===== config.mk =====
export PLATFORM = sky130hd
export DESIGN_NAME = vga_frame_reader
export DESIGN_NICKNAME = d
export VERILOG_FILES = /design/src/rtl/vga_frame_reader_pkg.sv /design/src/rtl/vga_frame_reader_timing_counter.sv /design/src/rtl/vga_frame_reader.sv
export SDC_FILE = /design/constraint.sdc
export NUM_CORES = 1
export LEC_CHECK = 0
export BUFFER_PORTS_ARGS = -buffer_cell sky130_fd_sc_hd__clkbuf_2
export CORE_MARGIN = 2
export CORE_UTILIZATION = 48
export CTS_CLUSTER_DIAMETER = 30
export DETAILED_ROUTE_END_ITERATION = 10
export PLACE_DENSITY = 0.72
export SYNTH_ARGS = -nofsm -noshare
export SYNTH_HDL_FRONTEND = slang
export SYNTH_SLANG_ARGS = --single-unit

===== constraint.sdc =====
create_clock -name clk -period 1.8 [get_ports clk]
set_input_delay 0.18 -clock clk [delete_from_list [all_inputs] [get_ports clk]]
set_output_delay 0.18 -clock clk [all_outputs]
set_load 0.01 [all_outputs]

===== src/rtl/vga_frame_reader_pkg.sv =====
`default_nettype none
// ============================================================================
// Module      : vga_frame_reader_pkg
// Description : Shared VGA timing defaults, decode types and helpers for the
//               frame buffer scan-out path.
// Revision    : 1.0 - initial release
// ============================================================================
package vga_frame_reader_pkg;

    localparam int c_def_clk_div     = 2;
    localparam int c_def_scale_shift = 2;

    localparam int c_def_h_visible   = 640;
    localparam int c_def_h_front     = 16;
    localparam int c_def_h_sync      = 96;
    localparam int c_def_h_back      = 48;

    localparam int c_def_v_visible   = 480;
    localparam int c_def_v_front     = 10;
    localparam int c_def_v_sync      = 2;
    localparam int c_def_v_back      = 33;

    localparam int c_cnt_w           = 10;

    // Sync levels are already active-low; vis is active-high.
    typedef struct packed {
        logic hs;
        logic vs;
        logic vis;
    } sync_t;

    function automatic logic in_range(
        input logic [c_cnt_w-1:0] value,
        input logic [c_cnt_w-1:0] lo,
        input logic [c_cnt_w-1:0] hi
    );
        return (value >= lo) && (value < hi);
    endfunction

endpackage
`default_nettype wire


===== src/rtl/vga_frame_reader_timing_counter.sv =====
`default_nettype none
// ============================================================================
// Module      : vga_timing_counter
// Description : Pixel-rate divider, horizontal/vertical counters, sync and
//               visible decode, frame_start pulse and registered vblank flag.
// Revision    : 1.0 - initial release
// ============================================================================
module vga_timing_counter
    import vga_frame_reader_pkg::*;
#(
    parameter int CLK_DIV   = c_def_clk_div,
    parameter int H_VISIBLE = c_def_h_visible,
    parameter int H_FRONT   = c_def_h_front,
    parameter int H_SYNC    = c_def_h_sync,
    parameter int H_BACK    = c_def_h_back,
    parameter int V_VISIBLE = c_def_v_visible,
    parameter int V_FRONT   = c_def_v_front,
    parameter int V_SYNC    = c_def_v_sync,
    parameter int V_BACK    = c_def_v_back
) (
    input  logic               clk,
    input  logic               reset,
    output logic               o_pix_en,
    output logic [c_cnt_w-1:0] o_h_cnt,
    output logic [c_cnt_w-1:0] o_v_cnt,
    output sync_t              o_dec,
    output logic               o_frame_start,
    output logic               o_in_vblank
);

    localparam int DIV_W = $clog2(CLK_DIV);

    localparam logic [DIV_W-1:0]   c_div_last  = DIV_W'(CLK_DIV - 1);
    localparam logic [c_cnt_w-1:0] c_h_visible = c_cnt_w'(H_VISIBLE);
    localparam logic [c_cnt_w-1:0] c_v_visible = c_cnt_w'(V_VISIBLE);
    localparam logic [c_cnt_w-1:0] c_h_last    = c_cnt_w'(H_VISIBLE + H_FRONT + H_SYNC + H_BACK - 1);
    localparam logic [c_cnt_w-1:0] c_v_last    = c_cnt_w'(V_VISIBLE + V_FRONT + V_SYNC + V_BACK - 1);
    localparam logic [c_cnt_w-1:0] c_hs_start  = c_cnt_w'(H_VISIBLE + H_FRONT);
    localparam logic [c_cnt_w-1:0] c_hs_end    = c_cnt_w'(H_VISIBLE + H_FRONT + H_SYNC);
    localparam logic [c_cnt_w-1:0] c_vs_start  = c_cnt_w'(V_VISIBLE + V_FRONT);
    localparam logic [c_cnt_w-1:0] c_vs_end    = c_cnt_w'(V_VISIBLE + V_FRONT + V_SYNC);

    logic [DIV_W-1:0]   r_div_cnt;
    logic [c_cnt_w-1:0] r_h_cnt;
    logic [c_cnt_w-1:0] r_v_cnt;
    logic               r_frame_start;
    logic               r_in_vblank;

    logic               w_h_last;
    logic               w_v_last;
    logic [c_cnt_w-1:0] w_h_next;
    logic [c_cnt_w-1:0] w_v_next;

    assign o_pix_en = (r_div_cnt == c_div_last);
    assign w_h_last = (r_h_cnt == c_h_last);
    assign w_v_last = (r_v_cnt == c_v_last);
    assign w_h_next = w_h_last ? '0 : r_h_cnt + 10'd1;
    assign w_v_next = !w_h_last ? r_v_cnt : (w_v_last ? '0 : r_v_cnt + 10'd1);

    always_ff @(posedge clk) begin
        if (reset) begin
            r_div_cnt     <= '0;
            r_h_cnt       <= '0;
            r_v_cnt       <= '0;
            r_frame_start <= 1'b0;
            r_in_vblank   <= 1'b0;
        end else begin
            r_div_cnt     <= o_pix_en ? '0 : r_div_cnt + 1'b1;
            r_frame_start <= 1'b0;
            if (o_pix_en) begin
                r_h_cnt       <= w_h_next;
                r_v_cnt       <= w_v_next;
                r_frame_start <= w_h_last && w_v_last;
                // Decoded from the post-increment row so the flag rises with v_cnt reaching V_VISIBLE.
                r_in_vblank   <= (w_v_next >= c_v_visible);
            end
        end
    end

    assign o_h_cnt       = r_h_cnt;
    assign o_v_cnt       = r_v_cnt;
    assign o_frame_start = r_frame_start;
    assign o_in_vblank   = r_in_vblank;

    assign o_dec.hs  = !in_range(r_h_cnt, c_hs_start, c_hs_end);
    assign o_dec.vs  = !in_range(r_v_cnt, c_vs_start, c_vs_end);
    assign o_dec.vis = (r_h_cnt < c_h_visible) && (r_v_cnt < c_v_visible);

endmodule
`default_nettype wire


===== src/rtl/vga_frame_reader.sv =====
`default_nettype none
// ============================================================================
// Module      : vga_frame_reader
// Description : Frame buffer scan-out: VGA timing, buffer read addressing and
//               two-stage colour/sync pipeline towards the VGA DAC.
// Revision    : 1.0 - initial release
// ============================================================================
module vga_frame_reader
    import vga_frame_reader_pkg::*;
#(
    parameter int CLK_DIV     = c_def_clk_div,
    parameter int SCALE_SHIFT = c_def_scale_shift,
    parameter int H_VISIBLE   = c_def_h_visible,
    parameter int H_FRONT     = c_def_h_front,
    parameter int H_SYNC      = c_def_h_sync,
    parameter int H_BACK      = c_def_h_back,
    parameter int V_VISIBLE   = c_def_v_visible,
    parameter int V_FRONT     = c_def_v_front,
    parameter int V_SYNC      = c_def_v_sync,
    parameter int V_BACK      = c_def_v_back
) (
    input  logic       clk,
    input  logic       reset,
    output logic [7:0] x_read,
    output logic [6:0] y_read,
    input  logic [2:0] color_out,
    output logic [7:0] vga_r,
    output logic [7:0] vga_g,
    output logic [7:0] vga_b,
    output logic       vga_hs,
    output logic       vga_vs,
    output logic       vga_blank_n,
    output logic       vga_sync_n,
    output logic       frame_start,
    output logic       in_vblank
);

    logic               w_pix_en;
    logic [c_cnt_w-1:0] w_h_cnt;
    logic [c_cnt_w-1:0] w_v_cnt;
    sync_t              w_dec;
    sync_t              r_dec_a;

    vga_timing_counter #(
        .CLK_DIV   (CLK_DIV),
        .H_VISIBLE (H_VISIBLE),
        .H_FRONT   (H_FRONT),
        .H_SYNC    (H_SYNC),
        .H_BACK    (H_BACK),
        .V_VISIBLE (V_VISIBLE),
        .V_FRONT   (V_FRONT),
        .V_SYNC    (V_SYNC),
        .V_BACK    (V_BACK)
    ) u_timing (
        .clk           (clk),
        .reset         (reset),
        .o_pix_en      (w_pix_en),
        .o_h_cnt       (w_h_cnt),
        .o_v_cnt       (w_v_cnt),
        .o_dec         (w_dec),
        .o_frame_start (frame_start),
        .o_in_vblank   (in_vblank)
    );

    // Stage A: issue the buffer address; the RAM answers before the next pixel tick.
    always_ff @(posedge clk) begin
        if (reset) begin
            x_read  <= '0;
            y_read  <= '0;
            r_dec_a <= '{hs: 1'b1, vs: 1'b1, vis: 1'b0};
        end else if (w_pix_en) begin
            x_read  <= w_dec.vis ? 8'(w_h_cnt >> SCALE_SHIFT) : 8'd0;
            y_read  <= w_dec.vis ? 7'(w_v_cnt >> SCALE_SHIFT) : 7'd0;
            r_dec_a <= w_dec;
        end
    end

    // Stage B: colour and sync leave together, two pixel ticks behind the counters.
    always_ff @(posedge clk) begin
        if (reset) begin
            vga_r       <= '0;
            vga_g       <= '0;
            vga_b       <= '0;
            vga_hs      <= 1'b1;
            vga_vs      <= 1'b1;
            vga_blank_n <= 1'b0;
        end else if (w_pix_en) begin
            vga_r       <= r_dec_a.vis ? {8{color_out[2]}} : 8'h00;
            vga_g       <= r_dec_a.vis ? {8{color_out[1]}} : 8'h00;
            vga_b       <= r_dec_a.vis ? {8{color_out[0]}} : 8'h00;
            vga_hs      <= r_dec_a.hs;
            vga_vs      <= r_dec_a.vs;
            vga_blank_n <= r_dec_a.vis;
        end
    end

    assign vga_sync_n = 1'b0;

endmodule
`default_nettype wire


==> results of run 1 <==
layout by cell type (no fill, tap or decap), types with 6 or more instances in the layout:
cell type                  instances
sky130_fd_sc_hd__clkbuf_2         48
sky130_fd_sc_hd__dfxtp_1          46
sky130_fd_sc_hd__buf_4            23
sky130_fd_sc_hd__nor2_1           18
sky130_fd_sc_hd__a22o_1           16
sky130_fd_sc_hd__a21oi_1          12
sky130_fd_sc_hd__nand2_1          12
sky130_fd_sc_hd__nand3_1          10
sky130_fd_sc_hd__nand2b_1          8
sky130_fd_sc_hd__inv_1             7
sky130_fd_sc_hd__nand4_1           7
sky130_fd_sc_hd__xor2_1            7
sky130_fd_sc_hd__clkbuf_8          6
cell usage after synthesis, types with 4 or more instances:
cell	number	area share [%]
sky130_fd_sc_hd__a22o_1	16	6.3
sky130_fd_sc_hd__ha_1	5	2.8
sky130_fd_sc_hd__xor2_1	7	2.8
sky130_fd_sc_hd__xnor2_1	4	1.6
sky130_fd_sc_hd__nand2b_1	8	2.3
sky130_fd_sc_hd__a21oi_1	12	2.7
sky130_fd_sc_hd__inv_1	7	1.2
sky130_fd_sc_hd__a31oi_1	5	1.4
sky130_fd_sc_hd__buf_2	5	1.1
sky130_fd_sc_hd__buf_4	22	7.5
sky130_fd_sc_hd__nand3_1	10	2.3
sky130_fd_sc_hd__nor2b_1	4	1.1
sky130_fd_sc_hd__nand2_1	12	2.0
sky130_fd_sc_hd__dfxtp_1	47	43
sky130_fd_sc_hd__clkbuf_1	9	1.5
sky130_fd_sc_hd__nor2_1	18	3.1
sky130_fd_sc_hd__nand4_1	7	2.0
logic make-up (layout without fill, tap and decap cells):
logic type | after synthesis | count (layout)
AND/OR/NAND/NOR | 80 | 80
AO/OA/AOI/OAI | 47 | 47
flip-flops | 47 | 47
buffers and inverters | 44 | 86
XOR/XNOR | 11 | 11
adder cells (fa/ha/maj) | 5 | 5
multiplexers | 3 | 3
other | 1 | 1
metal layers:
metal,track usage [%],share of wire (%),up-vias
met1,25.1,47,824
met3,4.08,4.6,8
li1,-,-,894
met2,29.6,47,48
met4,7.97,1.9,0
met5,0,0,-
per-stage QoR:
step / hold slack [ns] / utilization (%)
6_report: 0.119 / 58.5
5_1_grt: 0.138 / 58.5
4_1_cts: 0.122 / 58.1
3_5_place_dp: 0.444 / 55.9
3_3_place_gp: 0.437 / 55.9
2_1_floorplan: 0.348 / -
flip-flops by register name, summed over array words and instances, names as in the netlist:
signal,cells
vga_blank_n,1
u_timing.o_pix_en,1
vga_b,1
r_dec_a,3
vga_hs,1
x_read,8
y_read,7
u_timing.o_frame_start,1
vga_vs,1
u_timing.o_h_cnt,10
vga_r,1
u_timing.o_in_vblank,1
vga_g,1
u_timing.o_v_cnt,10
power breakdown:
part / total, mW / internal (mW) / switching, mW
sequential: 1.07 / 1.05 / 0.0136
clock: 0.654 / 0.315 / 0.339
combinational: 0.122 / 0.0498 / 0.0724
worst min path at each step:
stage                 start       end  cells after the start
3_3_place_gp   color_out[1]  vga_g[6]                      3
6_report       color_out[1]  vga_g[6]                      3
2_1_floorplan  color_out[0]  vga_b[6]                      2
3_5_place_dp   color_out[0]  vga_b[6]                      3
5_1_grt        color_out[1]  vga_g[6]                      3
4_1_cts        color_out[1]  vga_g[6]                      3
timing repair:
| action | in CTS | in global routing |
|---|---|---|
| resized for setup | 0 | 4 |
| setup endpoints to repair | 0 | 7 |
| hold buffers | 0 | 0 |
cell type report:
type / instances / area (sq um)
Clock buffer: 7 / 86.3
Tap cell: 52 / 65.1
Inverter: 7 / 26.3
Timing Repair Buffer: 71 / 413
Clock inverter: 1 / 8.76
Sequential cell: 47 / 942
Multi-Input combinational cell: 147 / 1020
Fill cell: 401 / 1820
worst max-delay path, cell delays in order (launching register included):
cell and delay (ns):
sky130_fd_sc_hd__dfxtp_1 0.41, sky130_fd_sc_hd__inv_1 0.06, sky130_fd_sc_hd__ha_1 0.19, sky130_fd_sc_hd__nand2_1 0.06, sky130_fd_sc_hd__and4bb_1 0.26, sky130_fd_sc_hd__a21boi_1 0.22, sky130_fd_sc_hd__buf_4 0.21, sky130_fd_sc_hd__a21oi_1 0.07
sky130_fd_sc_hd__a31oi_1 0.15
==> impl_metrics.sql, run 1 <==
INSERT INTO impl_metrics (metric_group, metric, value, unit) VALUES
('status', 'outcome', 'complete, no violations', ''),
('sta', 'min_period', '1.67', 'ns'),
('worst_setup_path', 'ws_path_type', 'reg -> reg', ''),
('logic_synthesis', 'syn-instance-count', '238', ''),
('clock_tree', 'clkSlewWorstSetupHoldPaths', '0.09', 'ns'),
('logic_synthesis', 'ys_seq_area_share', '42.6', '%'),
('run', 'max_cap_viol_count', '0', ''),
('final_layout', 'final_antenna_diode_count', '0', ''),
('logic_synthesis', 'post_synth_num_cell_types', '41', ''),
('routing', 'detail_route.drc_violations', '0', ''),
('sta', 'worst_slew_margin_rel', '59.6', '%'),
('logic_synthesis', 'share_of_the_synthesized_area_in_compound_gates_ao_oa_aoi_oai', '15.0', '%'),
('logic_synthesis', 'synth_simple_gate_area_share', '21.8', '%'),
('sta', 'report.final.hold_viol_count', '0', ''),
('worst_setup_path', 'worst_reg2reg_path_length_in_cells', '8', ''),
('placement', 'port_buffers', '48', ''),
('die', 'fp.coreArea', '4380', 'sq um'),
('global_route', 'largest_net_degree_at_the_start_of_global_routing', '16', ''),
('global_route', 'global_route.usage.total', '18.9', '%'),
('worst_setup_path', 'crit_required', '2.03', 'ns'),
('final_layout', 'number_of_nets_at_the_end_of_the_flow', '289', ''),
('final_layout', 'design_area', '2560', 'sq um'),
('logic_synthesis', 'ys.warnings.count', '0', ''),
('placement', 'pre_cts_slack', '0.0728', 'ns'),
('logic_synthesis', 'mappedNetlistNets', '248', ''),
('sta', 'setup-violations-final', '0', ''),
('routing', 'drt.antenna.violating_nets', '0', ''),
('clock_tree', 'tritoncts', 'yes', ''),
('global_route', 'grt_pass1_vias', '1612', ''),
('clock_tree', 'worstSkewPairLatency', '0.30', 'ns'),
('clock_tree', 'post_cts_buffers', '0', ''),
('routing', 'vias', '1774', ''),
('final_layout', 'fraction_of_final_layout_cells_sized_beyond_drive_strength_1', '31.1', '%'),
('routing', 'routedWlPerCell', '13.6', 'microns'),
('global_route', 'global_route.overflow_total', '0', ''),
('placement', 'finalWeightedCongestion', '0.839', ''),
('sta', 'fmaxAchievable', '597', 'MHz'),
('die', 'boundaryPins', '50', ''),
('routing', 'dr.first_iter.drc_count', '118', ''),
('logic_synthesis', 'synth_top_family_by_area', 'simple AND/OR/NAND/NOR gates', ''),
('worst_setup_path', 'worst_r2r_endpoint', 'u_timing.o_v_cnt[5]', ''),
('logic_synthesis', 'yosys_most_used_dff', 'sky130_fd_sc_hd__dfxtp_1', ''),
('logic_synthesis', 'postSynth.asyncResetShare', '0', '%'),
('worst_setup_path', 'worst_ep_arrival_time', '1.91', 'ns'),
('power', 'total_power', '1.84', 'mW'),
('clock_tree', 'clockRootBuffer', 'sky130_fd_sc_hd__clkbuf_8', ''),
('die', 'die-height', '71.8', 'microns'),
('power', 'leakage', '1.13', 'nW'),
('clock_tree', 'max-clock-path-buffers', '2', ''),
('sta', 'rsz0062_at_grt', 'yes', ''),
('sta', 'finalSetupTns', '0', 'ns'),
('routing', 'length_of_the_first_detailed_routing_pass_in_iterations', '4', ''),
('worst_setup_path', 'critical_path_peak_fanout', '9', ''),
('die', 'dieWidth', '71.8', 'microns'),
('logic_synthesis', 'synth-xor-area-share', '4.36', '%'),
('die', 'floorplan.initialDensity', '50.4', '%'),
('placement', 'post-dp-hpwl', '3.39', 'mm'),
('final_layout', 'area_growth_syn_to_layout', '16.1', '%'),
('routing', 'wirelength', '4.53', 'mm'),
('logic_synthesis', 'synthesis.area', '2210', 'sq um'),
('die', 'design.die.area', '5160', 'sq um'),
('routing', 'viasPerCell', '5.34', ''),
('placement', 'placedCellCount', '324', ''),
('sta', 'worst_clock_skew', '0.0115', 'ns'),
('worst_setup_path', 'crit_path_end_kind', 'flip-flop', ''),
('final_layout', 'final_standard_cell_count_with_taps_included_and_fillers_excluded', '332', ''),
('worst_setup_path', 'r2r-start', 'u_timing.o_v_cnt[1]', ''),
('sta', 'final_cycle_share', '93.0', '%'),
('global_route', 'antenna_found_initial', '0', ''),
('power', 'power.density_cell_area', '718', 'nW/um^2'),
('clock_tree', 'cts_h_tree_lvls', '2', '');
Power figures use the tool's default switching activity.
==> inputs of run 2 (changes only) <==
--- a/config.mk
+++ b/config.mk
@@ -10,6 +10,7 @@
 export CORE_UTILIZATION = 48
 export CTS_CLUSTER_DIAMETER = 30
 export DETAILED_ROUTE_END_ITERATION = 10
+export MAX_ROUTING_LAYER = met4
 export PLACE_DENSITY = 0.72
 export SYNTH_ARGS = -nofsm -noshare
 export SYNTH_HDL_FRONTEND = slang
==> impl_metrics.sql, run 2 (synthesis gave the netlist of run 1 again) <==
INSERT INTO impl_metrics (metric_group, metric, value, unit) VALUES
('sta', 'fin_hold_ws', '0.120', 'ns'),
('worst_setup_path', 'cpMaxStageDelayCell', 'sky130_fd_sc_hd__dfxtp_1', ''),
('power', 'power.density_cell_area', '718', 'nW/um^2'),
('clock_tree', 'clkSlewWorstSetupHoldPaths', '0.09', 'ns'),
('worst_setup_path', 'worst_ep_arrival_time', '1.91', 'ns'),
('clock_tree', 'cts_num_sinks', '47', ''),
('placement', 'finalWeightedCongestion', '0.852', ''),
('placement', 'area_post_placement', '2450', 'sq um'),
('final_layout', 'fraction_of_final_layout_cells_sized_beyond_drive_strength_1', '31.1', '%'),
('placement', 'port_buffers', '48', ''),
('final_layout', 'layout_commonest_cell', 'sky130_fd_sc_hd__clkbuf_2', ''),
('clock_tree', 'tritoncts', 'yes', ''),
('routing', 'length_of_the_first_detailed_routing_pass_in_iterations', '4', ''),
('sta', 'fmaxAchievable', '597', 'MHz'),
('die', 'fp.coreArea', '4380', 'sq um'),
('global_route', 'largest_net_degree_at_the_start_of_global_routing', '16', ''),
('clock_tree', 'post_cts_buffers', '0', ''),
('final_layout', 'design_area', '2560', 'sq um'),
('final_layout', 'number_of_nets_at_the_end_of_the_flow', '289', ''),
('final_layout', 'area_growth_syn_to_layout', '16.1', '%'),
('final_layout', 'final_antenna_diode_count', '0', ''),
('sta', 'report.final.hold_viol_count', '0', ''),
('routing', 'detail_route.drc_violations', '0', ''),
('status', 'outcome', 'complete, no violations', ''),
('die', 'boundaryPins', '50', ''),
('clock_tree', 'clockRootBuffer', 'sky130_fd_sc_hd__clkbuf_8', ''),
('global_route', 'global_route.overflow_total', '0', ''),
('final_layout', 'final_standard_cell_count_with_taps_included_and_fillers_excluded', '332', ''),
('run', 'max_cap_viol_count', '0', ''),
('routing', 'drt.antenna.violating_nets', '0', ''),
('sta', 'min_period', '1.67', 'ns'),
('die', 'dieWidth', '71.8', 'microns'),
('die', 'rows', '24', ''),
('worst_setup_path', 'cp_top_family', 'compound AO/OA/AOI/OAI gates', ''),
('worst_setup_path', 'crit_required', '2.03', 'ns'),
('routing', 'routedWlPerCell', '13.6', 'microns'),
('worst_setup_path', 'timing.critical_path.from_type', 'flip-flop', ''),
('routing', 'vias', '1777', ''),
('global_route', 'grt_pass1_vias', '1612', ''),
('final_layout', 'layout.cells.most_common_list', 'sky130_fd_sc_hd__clkbuf_2, sky130_fd_sc_hd__dfxtp_1, sky130_fd_sc_hd__buf_4, sky130_fd_sc_hd__nor2_1, sky130_fd_sc_hd__a22o_1', ''),
('clock_tree', 'cts_h_tree_lvls', '2', ''),
('sta', 'final_count_of_pins_violating_max_slew', '0', ''),
('routing', 'viasPerCell', '5.35', ''),
('worst_setup_path', 'ws_path_type', 'reg -> reg', ''),
('sta', 'rsz0062_at_grt', 'yes', ''),
('sta', 'worst_slew_margin_rel', '59.6', '%'),
('sta', 'final_cycle_share', '93.0', '%'),
('final_layout', 'n_fill_cell', '401', ''),
('worst_setup_path', 'cpPeakStageDelay', '0.41', 'ns'),
('final_layout', 'post-route-util', '58.5', '%'),
('sta', 'worst_clock_skew', '0.0115', 'ns'),
('routing', 'wirelength', '4.53', 'mm'),
('placement', 'placedCellCount', '324', ''),
('placement', 'post-dp-hpwl', '3.39', 'mm'),
('die', 'design.die.area', '5160', 'sq um'),
('global_route', 'global_route.usage.total', '19.4', '%'),
('worst_setup_path', 'crit_path_end_kind', 'flip-flop', ''),
('routing', 'dr.first_iter.drc_count', '118', ''),
('power', 'leakage', '1.13', 'nW'),
('clock_tree', 'worstSkewPairLatency', '0.30', 'ns'),
('worst_setup_path', 'critical_path_peak_fanout', '9', ''),
('sta', 'setup-violations-final', '0', ''),
('worst_setup_path', 'path_cells', 'inv_1, ha_1, nand2_1, and4bb_1, a21boi_1, buf_4, a21oi_1, a31oi_1', ''),
('global_route', 'antenna_found_initial', '0', ''),
('worst_hold_path', 'min-delay-path-class', 'in -> reg', ''),
('global_route', 'grt_pass1_wl', '7.65', 'mm'),
('sta', 'transition_time_at_the_pin_with_the_least_slew_margin', '0.605', 'ns'),
('die', 'floorplan.initialDensity', '50.4', '%'),
('clock_tree', 'cts_buffers', '5', ''),
('power', 'ir_worst_vdd', '0.612', 'mV'),
('clock_tree', 'max-clock-path-buffers', '2', ''),
('worst_setup_path', 'crit_buf_inv', '2', ''),
('die', 'die-height', '71.8', 'microns');
## run 2: cell counts in the layout (fill, tap and decap cells not counted)
Identical to the previous run, type by type.
## run 2: final timing paths
| kind | startpoint | to | slack, ns | depth (start not counted) |
|---|---|---|---|---|
| setup / recovery | u_timing.o_v_cnt[1] | u_timing.o_v_cnt[5] | 0.13 | 8 |
| setup reg to reg | u_timing.o_v_cnt[1] | u_timing.o_v_cnt[5] | 0.13 | 8 |
| hold reg to reg | r_dec_a[2] | vga_hs | 0.48 | 1 |
| hold / removal | color_out[1] | vga_g[6] | 0.12 | 3 |
## run 2: final cells by class
type                            count  area [sq um]  share of cell area (%)
Timing Repair Buffer               71           413                    16.1
Inverter                            7          26.3                    1.02
Multi-Input combinational cell    147          1020                    39.9
Clock inverter                      1          8.76                   0.341
Tap cell                           52          65.1                    2.54
Sequential cell                    47           942                    36.7
Clock buffer                        7          86.3                    3.37
## run 2: tightest hold or removal path, delay by kind of cell
family,cells,cell delay [ns]
buffers and inverters,1,0.08
and+or+nand+nor,1,0.07
AOI/OAI and AO/OA,1,0.06
## run 2: routing by layer
layer  routed length [microns]  global-route usage, %
met4                        85                   7.97
met3                       215                   4.08
met2                      2130                   29.6
met1                      2100                   25.1
met5                         0                      -
## run 2: power by group
group | switching (mW) | internal [mW] | total, mW | leakage, nW
combinational | 0.0724 | 0.0498 | 0.122 | 0.697
clock | 0.339 | 0.315 | 0.654 | 0.0484
sequential | 0.0136 | 1.05 | 1.07 | 0.381
total | 0.425 | 1.42 | 1.84 | 1.13
## run 2: repair_timing
item,CTS,global route
setup endpoints to repair,0,7
hold buffers,0,0
gates resized for setup,0,4
hold endpoints to repair,0,0
## run 2: through the flow
| stage | TNS [ns] | setup WS [ns] | power (mW) |
|---|---|---|---|
| 6_report | 0 | 0.126 | 1.84 |
| 2_1_floorplan | 0 | 0.0514 | 1.18 |
| 4_1_cts | 0 | 0.0637 | 1.85 |
| 5_1_grt | -0.0319 | -0.0319 | 1.92 |
| 3_5_place_dp | 0 | 0.0728 | 1.21 |
| 3_3_place_gp | 0 | 0.106 | 1.21 |
==> inputs of run 3 (changes only) <==
--- a/config.mk
+++ b/config.mk
@@ -12,6 +12,7 @@
 export DETAILED_ROUTE_END_ITERATION = 10
 export MAX_ROUTING_LAYER = met4
 export PLACE_DENSITY = 0.72
+export RECOVER_POWER = 100
 export SYNTH_ARGS = -nofsm -noshare
 export SYNTH_HDL_FRONTEND = slang
 export SYNTH_SLANG_ARGS = --single-unit
==> impl_metrics.sql, run 3 (synthesis gave the netlist of run 1 again) <==
INSERT INTO impl_metrics (metric_group, metric, value, unit) VALUES
('final_layout', 'fraction_of_final_layout_cells_sized_beyond_drive_strength_1', '13.9', '%'),
('routing', 'routedWlPerCell', '13.7', 'microns'),
('worst_hold_path', 'worst_hold_startpoint', 'color_out[1]', ''),
('final_layout', 'area_growth_syn_to_layout', '12.8', '%'),
('worst_setup_path', 'worst_r2r_endpoint', 'u_timing.o_in_vblank', ''),
('worst_setup_path', 'critical_path_peak_fanout', '6', ''),
('worst_setup_path', 'crit_required', '2.04', 'ns'),
('status', 'outcome', 'complete, no violations', ''),
('final_layout', 'final_standard_cell_count_with_taps_included_and_fillers_excluded', '332', ''),
('global_route', 'met2_demand_to_capacity_share_in_global_routing', '29.6', '%'),
('power', 'netSwitchingPower', '0.426', 'mW'),
('die', 'fp.coreArea', '4380', 'sq um'),
('die', 'rows', '24', ''),
('worst_setup_path', 'ws_path_type', 'reg -> reg', ''),
('worst_setup_path', 'timing.critical_path.from_type', 'flip-flop', ''),
('power', 'leakage', '0.959', 'nW'),
('final_layout', 'multi_input_area', '1020', 'sq um'),
('global_route', 'grt_pass1_wl', '7.65', 'mm'),
('die', 'boundaryPins', '50', ''),
('worst_hold_path', 'hold_depth', '3', ''),
('global_route', 'global_route.usage.total', '19.4', '%'),
('clock_tree', 'hold_buf_cts', '0', ''),
('sta', 'transition_time_at_the_pin_with_the_least_slew_margin', '0.618', 'ns'),
('routing', 'detail_route.drc_violations', '0', ''),
('routing', 'length_of_the_first_detailed_routing_pass_in_iterations', '5', ''),
('clock_tree', 'max-clock-path-buffers', '2', ''),
('die', 'floorplan.initialDensity', '50.4', '%'),
('final_layout', 'final_antenna_diode_count', '0', ''),
('power', 'total_power', '1.83', 'mW'),
('routing', 'vias', '1746', ''),
('global_route', 'met3_usage', '4.08', '%'),
('routing', 'dr.first_iter.drc_count', '120', ''),
('sta', 'worst_clock_skew', '0.0114', 'ns'),
('final_layout', 'layout_commonest_cell', 'sky130_fd_sc_hd__clkbuf_1', ''),
('sta', 'fmaxAchievable', '588', 'MHz'),
('power', 'clock_power_share', '35.7', '%'),
('clock_tree', 'clockRootBuffer', 'sky130_fd_sc_hd__clkbuf_8', ''),
('power', 'share_comb_of_total_power', '6.2', '%'),
('placement', 'finalWeightedCongestion', '0.852', ''),
('power', 'sequentialPowerShare', '58.1', '%'),
('die', 'dieWidth', '71.8', 'microns'),
('worst_setup_path', 'worst_ep_arrival_time', '1.94', 'ns'),
('worst_setup_path', 'crit_path_end_kind', 'flip-flop', ''),
('global_route', 'global_route.overflow_total', '0', ''),
('final_layout', 'design_area', '2490', 'sq um'),
('worst_hold_path', 'min_to', 'vga_g[6]', ''),
('power', 'power.density_cell_area', '736', 'nW/um^2'),
('sta', 'worst_slew_margin_rel', '58.8', '%'),
('placement', 'post-dp-hpwl', '3.39', 'mm'),
('power', 'internal_cell_power', '1.41', 'mW'),
('global_route', 'antenna_found_initial', '0', ''),
('die', 'die-height', '71.8', 'microns'),
('final_layout', 'layout.cells.most_common_list', 'sky130_fd_sc_hd__clkbuf_1, sky130_fd_sc_hd__dfxtp_1, sky130_fd_sc_hd__nor2_1, sky130_fd_sc_hd__a22o_1, sky130_fd_sc_hd__buf_4', ''),
('global_route', 'globalRoute.busiestLayer', 'met2', ''),
('placement', 'area_post_placement', '2450', 'sq um'),
('global_route', 'grt_pass1_vias', '1612', ''),
('final_layout', 'number_of_nets_at_the_end_of_the_flow', '289', ''),
('worst_setup_path', 'reg2reg_slack', '0.1', 'ns'),
('clock_tree', 'clkSlewWorstSetupHoldPaths', '0.09', 'ns'),
('sta', 'finalSetupTns', '0', 'ns'),
('clock_tree', 'cts_buffers', '5', ''),
('routing', 'viasPerCell', '5.26', ''),
('run', 'max_cap_viol_count', '0', ''),
('final_layout', 'n_fill_cell', '431', ''),
('clock_tree', 'post_cts_buffers', '0', ''),
('power', 'ir_worst_vdd', '0.607', 'mV'),
('routing', 'drt.antenna.violating_nets', '0', ''),
('routing', 'wirelength', '4.54', 'mm'),
('sta', 'setup-violations-final', '0', ''),
('placement', 'port_buffers', '48', ''),
('worst_setup_path', 'r2r-start', 'u_timing.o_h_cnt[3]', ''),
('clock_tree', 'tritoncts', 'yes', ''),
('clock_tree', 'worstSkewPairLatency', '0.30', 'ns'),
('placement', 'placedCellCount', '324', ''),
('global_route', 'largest_net_degree_at_the_start_of_global_routing', '16', ''),
('die', 'design.die.area', '5160', 'sq um'),
('global_route', 'gr-usage-met1', '25.1', '%'),
('power', 'sw_frac_of_total', '23.2', '%'),
('clock_tree', 'cts_h_tree_lvls', '2', ''),
('sta', 'report.final.hold_viol_count', '0', ''),
('worst_hold_path', 'min-delay-path-class', 'in -> reg', ''),
('sta', 'final_count_of_pins_violating_max_slew', '0', ''),
('sta', 'min_period', '1.70', 'ns'),
('final_layout', 'seq_area', '942', 'sq um'),
('sta', 'final_cycle_share', '94.5', '%'),
('sta', 'rsz0062_at_grt', 'yes', ''),
('worst_setup_path', 'worst_reg2reg_path_length_in_cells', '6', ''),
('clock_tree', 'cts_num_sinks', '47', '');
[run 3: timing repair]
action	in CTS	in global routing
endpoints found under the setup margin	0	7
hold endpoints to repair	0	0
gates resized for setup	0	4
[run 3: per-stage QoR]
stage	utilization (%)	hold slack [ns]	setup WS, ns
after floorplan	-	0.348	0.0514
after global placement	55.9	0.437	0.106
after detailed placement	55.9	0.444	0.0728
after CTS	58.1	0.122	0.0637
after global routing	56.8	0.141	-0.0436
final	56.8	0.122	0.0990
[run 3: worst max-delay path by stage]
stage	slack, ns	endpoint	from
2_1_floorplan	0.05	u_timing.o_v_cnt[9]	u_timing.o_h_cnt[0]
6_report	0.1	u_timing.o_in_vblank	u_timing.o_h_cnt[3]
4_1_cts	0.06	u_timing.o_in_vblank	u_timing.o_h_cnt[1]
3_3_place_gp	0.11	u_timing.o_in_vblank	u_timing.o_h_cnt[1]
5_1_grt	-0.04	u_timing.o_in_vblank	u_timing.o_h_cnt[2]
3_5_place_dp	0.07	u_timing.o_in_vblank	u_timing.o_h_cnt[1]
[run 3: area by class of cell]
class / count / share of cell area, %
clock buffers: 7 / 3.47
clock inverters: 1 / 0.352
inverters: 7 / 1.05
multi-input cells: 147 / 41.1
flip-flops and latches: 47 / 37.8
well taps: 52 / 2.61
repair buffers: 71 / 13.6
[run 3: worst max-delay path: stages, from the launching register on]
cell                       delay [ns]
sky130_fd_sc_hd__dfxtp_1         0.46
sky130_fd_sc_hd__nand4_1         0.25
sky130_fd_sc_hd__nor4_4          0.31
sky130_fd_sc_hd__clkbuf_1        0.21
sky130_fd_sc_hd__and4b_1         0.22
sky130_fd_sc_hd__o21ai_1         0.06
sky130_fd_sc_hd__a21oi_1         0.12
[run 3: layer usage]
layer	up-vias	part of all wire [%]
met1	811	47
met5	-	0
met4	0	1.9
li1	892	-
met2	35	47
met3	8	3.9
[run 3: power by group through the flow]
stage / Clock (mW) / Sequential [mW] / Combinational (mW)
final: 0.655 / 1.06 / 0.113
after global routing: 0.712 / 1.07 / 0.127
after CTS: 0.667 / 1.07 / 0.122
after detailed placement: 0 / 1.09 / 0.122
after global placement: 0 / 1.09 / 0.120
after floorplan: 0 / 1.09 / 0.0870
